$ cat src/rtl/accum_seq_pkg.sv
// accum_seq_pkg: shared state encoding and width helper for the accumulating sequencer
package accum_seq_pkg;
  typedef enum logic [1:0] {IDLE, ACCUM, DONE} accum_state_e;
  function automatic int acc_width(input int in_size, input int extend);
    return in_size + extend;
  endfunction
endpackage

$ cat src/rtl/extender_n.sv
// extender_n: per-lane sign or zero extension of IN_NUM lanes by EXTEND bits
module extender_n #(
  parameter int IN_NUM    = 2,
  parameter int IN_SIZE   = 8,
  parameter int IS_SIGNED = 1,
  parameter int EXTEND    = 4
) (
  input  logic [IN_SIZE-1:0]        in_i  [0:IN_NUM-1],
  output logic [IN_SIZE+EXTEND-1:0] out_o [0:IN_NUM-1]
);
  for (genvar i = 0; i < IN_NUM; i++) begin : g_ext
    assign out_o[i] = (IS_SIGNED != 0) ? {{EXTEND{in_i[i][IN_SIZE-1]}}, in_i[i]}
                                       : {{EXTEND{1'b0}}, in_i[i]};
  end
endmodule

$ cat src/rtl/accum_seq_ctrl.sv
// accum_seq_ctrl: accumulates a configured number of extended operand beats per lane
module accum_seq_ctrl
  import accum_seq_pkg::*;
#(
  parameter int IN_NUM    = 2,
  parameter int IN_SIZE   = 8,
  parameter int IS_SIGNED = 1,
  parameter int EXTEND    = 4,
  parameter int LEN_W     = 4,
  localparam int ACC_W    = acc_width(IN_SIZE, EXTEND)
) (
  input  logic               clk_i,
  input  logic               rst_ni,
  input  logic               start_i,
  input  logic [LEN_W-1:0]   cfg_len_i,
  output logic               busy_o,
  input  logic               in_valid_i,
  output logic               in_ready_o,
  input  logic [IN_SIZE-1:0] in_data_i  [0:IN_NUM-1],
  output logic               out_valid_o,
  input  logic               out_ready_i,
  output logic [ACC_W-1:0]   out_data_o [0:IN_NUM-1],
  output logic [IN_NUM-1:0]  ovf_o
);
  accum_state_e      state_q, state_d;
  logic [LEN_W-1:0]  len_q, len_d, cnt_q, cnt_d;
  logic [ACC_W-1:0]  acc_q [0:IN_NUM-1];
  logic [ACC_W-1:0]  acc_d [0:IN_NUM-1];
  logic [ACC_W-1:0]  ext   [0:IN_NUM-1];
  logic [IN_NUM-1:0] ovf_q, ovf_d, lane_ovf;
  logic              take, hs;

  extender_n #(
    .IN_NUM(IN_NUM), .IN_SIZE(IN_SIZE), .IS_SIGNED(IS_SIGNED), .EXTEND(EXTEND)
  ) u_ext (
    .in_i(in_data_i),
    .out_o(ext)
  );

  assign take = (state_q == IDLE) && start_i;
  assign hs   = (state_q == ACCUM) && in_valid_i;

  // one extra bit on the sum captures the unsigned carry out
  for (genvar i = 0; i < IN_NUM; i++) begin : g_lane
    logic [ACC_W:0] sum;
    assign sum = {1'b0, acc_q[i]} + {1'b0, ext[i]};
    assign lane_ovf[i] = (IS_SIGNED != 0)
      ? (acc_q[i][ACC_W-1] == ext[i][ACC_W-1]) && (sum[ACC_W-1] != acc_q[i][ACC_W-1])
      : sum[ACC_W];
    assign acc_d[i] = take ? '0 : hs ? sum[ACC_W-1:0] : acc_q[i];
  end

  assign ovf_d = take ? '0 : hs ? (ovf_q | lane_ovf) : ovf_q;

  always_comb begin
    state_d = state_q;
    len_d   = len_q;
    cnt_d   = cnt_q;
    case (state_q)
      IDLE: if (start_i) begin
        state_d = ACCUM;
        len_d   = cfg_len_i;
        cnt_d   = '0;
      end
      ACCUM: if (in_valid_i) begin
        cnt_d   = cnt_q + 1'b1;
        state_d = (cnt_q == len_q) ? DONE : ACCUM;
      end
      DONE:    state_d = out_ready_i ? IDLE : DONE;
      default: state_d = IDLE;
    endcase
  end

  always_ff @(posedge clk_i) begin
    if (!rst_ni) begin
      state_q <= IDLE;
      len_q   <= '0;
      cnt_q   <= '0;
      ovf_q   <= '0;
      acc_q   <= '{default: '0};
    end else begin
      state_q <= state_d;
      len_q   <= len_d;
      cnt_q   <= cnt_d;
      ovf_q   <= ovf_d;
      acc_q   <= acc_d;
    end
  end

  assign busy_o      = state_q != IDLE;
  assign in_ready_o  = state_q == ACCUM;
  assign out_valid_o = state_q == DONE;
  assign out_data_o  = acc_q;
  assign ovf_o       = ovf_q;
endmodule

$ cat config.mk
export PLATFORM = sky130hd
export DESIGN_NAME = accum_seq_ctrl
export DESIGN_NICKNAME = d
export VERILOG_FILES = /design/src/rtl/accum_seq_pkg.sv /design/src/rtl/extender_n.sv /design/src/rtl/accum_seq_ctrl.sv
export SDC_FILE = /design/constraint.sdc
export NUM_CORES = 1
export LEC_CHECK = 0
export BUFFER_PORTS_ARGS = -buffer_cell sky130_fd_sc_hd__buf_4
export CAP_MARGIN = 0
export CORE_UTILIZATION = 55
export DETAILED_ROUTE_END_ITERATION = 12
export PLACE_DENSITY = 0.76
export SETUP_SLACK_MARGIN = 0.4
export SLEW_MARGIN = 10
export SYNTH_ARGS = -nofsm -noshare
export SYNTH_HDL_FRONTEND = slang
export SYNTH_HIERARCHICAL = 1
export SYNTH_SLANG_ARGS = --single-unit
$ cat constraint.sdc
create_clock -name clk_i -period 2.8 [get_ports clk_i]
set_input_delay 0.14 -clock clk_i [delete_from_list [all_inputs] [get_ports clk_i]]
set_output_delay 0.14 -clock clk_i [all_outputs]
set_load 0.05 [all_outputs]
==> reports/metrics.cfg <==
[place]
placed_cells=378
dp_hpwl_mm=3.67
portBuffers=53
place_congestion=0.790

[clocking]
clk_pin_slew_ns=0.07
cts_max_path_buffers=2
clk_latency_ns=0.29
numCtsBuffers=5
cts-htree-levels=2
cts.repair.resized=0
root_buffer=clkbuf_8
cts_hold_buf=0
post_cts_buffers=0
cts_tree=built
cts.sinks=36

[sta]
period_needed_ns=2.23
maxSlewHeadroom=0.363
report.final.slew_viol_count=0
setup_tns_ns=0
fmax_mhz=449
rsz0062_at_grt=no
tightestPinTransition_ns=0.953
hold_viol_final=0
period_share=0.796
finClkSkew_ns=0.00243
setup_violations=0

[die]
coreArea_um2=4380
num_rows=24
fp.dieH_um=69.8
design.die.area_um2=4870
io_pins=54
start_util=0.576
die_w_um=69.8

[critical_path]
r2r_slack_ns=0.57
start_kind=flop
end_kind=flop
crit_path_max_fanout=3
worstPathRequired_ns=2.97
critPathArrivalTime_ns=2.40
r2r_start=out_data_o[0]
startpoint=out_data_o[0]
crit_type=flop to flop

[cells_and_area]
final_cells=385
n_fill_cell=401
nNetsFinal=383
layout_common_cells=buf_4 (57), nand2_1 (38), dfxtp_1 (36)
finalCoreUtilization=0.655
layout_commonest_cell=buf_4
diodes=0
area_growth_pct=13.7
drive_gt1_frac=0.204

[outcome]
status=finished clean

[synth]
ys_seq_area_frac=0.285
synth_seq_cells=36
syn_nets=353
synth_edf_count=0
ys_warn_count=6
yosys.area.top_type=dfxtp_1
synthFlopType=dfxtp_1
async_flop_share=0
yosysUniqueCellTypes=41
syn_area_per_cell_um2=8.33
synth_top_cells_by_area=dfxtp_1 (29%), ha_1 (11%), buf_4 (7.4%)
synthesis.area_um2=2520
postSynthCellCount=303
synthDominantCellAreaShare=0.285

[drt]
drt-total-wl_mm=4.90
detail_route.vias_per_cell=5.52
met3_length_um=193
route.layer.met1.wl_mm=2.33
maxUsedRoutingLayer=met4
vias=2127
drc_errors=0
drt-initial-drc-count=61
wl_per_cell_um=12.7
ant_nets=0
drt_pass1_iterations=4
met2_length_mm=2.32

[grt]
first_global_vias=1970
grt.overflow.total=0
grt_pass1_wl_mm=8.47
track_usage=0.214
grt_max_degree=21
antenna_found_initial=0

[power]
switching_share=0.320
clockPowerShare=0.287
power_frac_seq=0.451
p_leak_nw=1.35
power.switching_w=0.000390
power_frac_comb=0.262
power_density_nw_per_um2=425
power.internal_w=0.000829
ir_drop_mv=0.242

[min_path]
worstHoldStart=cfg_len_i[1]
hold_class=input port to flop

[job]
maxCapViolCount=0

## critical path, cell delays in order (launching register included)
cell and delay [ns]:
dfxtp_1 0.32, ha_1 0.24, fa_1 0.43, a211o_1 0.30, a21oi_1 0.19, o21ai_0 0.17, a31oi_1 0.22, xor2_1 0.15
o21ai_0 0.09
## kinds of logic after synthesis
family / synth area share
and+or+nand+nor: 0.176
AOI/OAI and AO/OA: 0.217
adders and majority gates: 0.130
xor gates and xnor gates: 0.0590
DFF: 0.285
buffers and inverters: 0.0932
muxes: 0.0396
## power groups by stage
| stage | Clock, W | Combinational, W | Sequential [W] |
|---|---|---|---|
| after CTS | 0.000364 | 0.000321 | 0.000550 |
| after global routing | 0.000382 | 0.000351 | 0.000553 |
| after detailed placement | 0 | 0.000319 | 0.000562 |
| final | 0.000350 | 0.000319 | 0.000550 |
| after global placement | 0 | 0.000315 | 0.000561 |
| after floorplan | 0 | 0.000213 | 0.000601 |
## layout make-up
| cell class | instances | area (µm²) | share of cell area |
|---|---|---|---|
| inverter | 3 | 11.3 | 0.00392 |
| sequential | 36 | 721 | 0.251 |
| timing repair buffer | 57 | 428 | 0.149 |
| clock inverter | 1 | 5.00 | 0.00174 |
| multi-input combinational | 230 | 1570 | 0.546 |
| clock buffer | 6 | 72.6 | 0.0253 |
| tap | 52 | 65.1 | 0.0227 |
## final timing paths
check,to,cells past startpoint
setup / recovery,out_data_o[10],8
hold / removal,len_q[1],3
setup reg to reg,out_data_o[10],8
hold reg to reg,ovf_o[1],2
## Yosys cell counts (2+ instances only)
| cell | number |
|---|---|
| xnor2_1 | 8 |
| o211a_1 | 2 |
| a31oi_1 | 2 |
| nand2_1 | 38 |
| and3_1 | 2 |
| xor2_1 | 9 |
| dfxtp_1 | 36 |
| o21ai_0 | 16 |
| and2_1 | 3 |
| a211oi_1 | 8 |
| nand3_1 | 9 |
| nand2b_1 | 4 |
| ha_1 | 23 |
| or2_2 | 2 |
| a21o_1 | 10 |
| nor3_1 | 5 |
| nor2b_1 | 9 |
| o21bai_1 | 2 |
| o211ai_1 | 4 |
| o21a_1 | 3 |
| mux2i_1 | 10 |
| buf_4 | 25 |
| inv_1 | 3 |
| fa_1 | 2 |
| o31a_1 | 2 |
| nor2_1 | 16 |
| a21oi_1 | 27 |
| clkbuf_1 | 7 |
| buf_2 | 2 |
| nor3b_1 | 3 |
## metrics by stage
step	power [W]	hold WS [ns]	area, µm²	setup slack [ns]
after floorplan	0.000813	0.309	2520	0.488
final	0.00122	0.115	2870	0.572
after CTS	0.00124	0.110	2870	0.564
after global placement	0.000876	0.396	2790	0.644
after detailed placement	0.000881	0.406	2790	0.566
after global routing	0.00128	0.120	2870	0.453
## sequential cells by signal, summed over array words and instances (netlist names)
signal and count:
cnt_q 4, len_q 4, out_data_o 24, ovf_o 2, state_q 2
## routing by layer
metal,global-route usage,up-vias
met1,0.254,967
li1,-,1114
met4,0.0733,0
met2,0.375,39
met3,0.0509,7
met5,0,-
(Power assumes the default switching activity.)
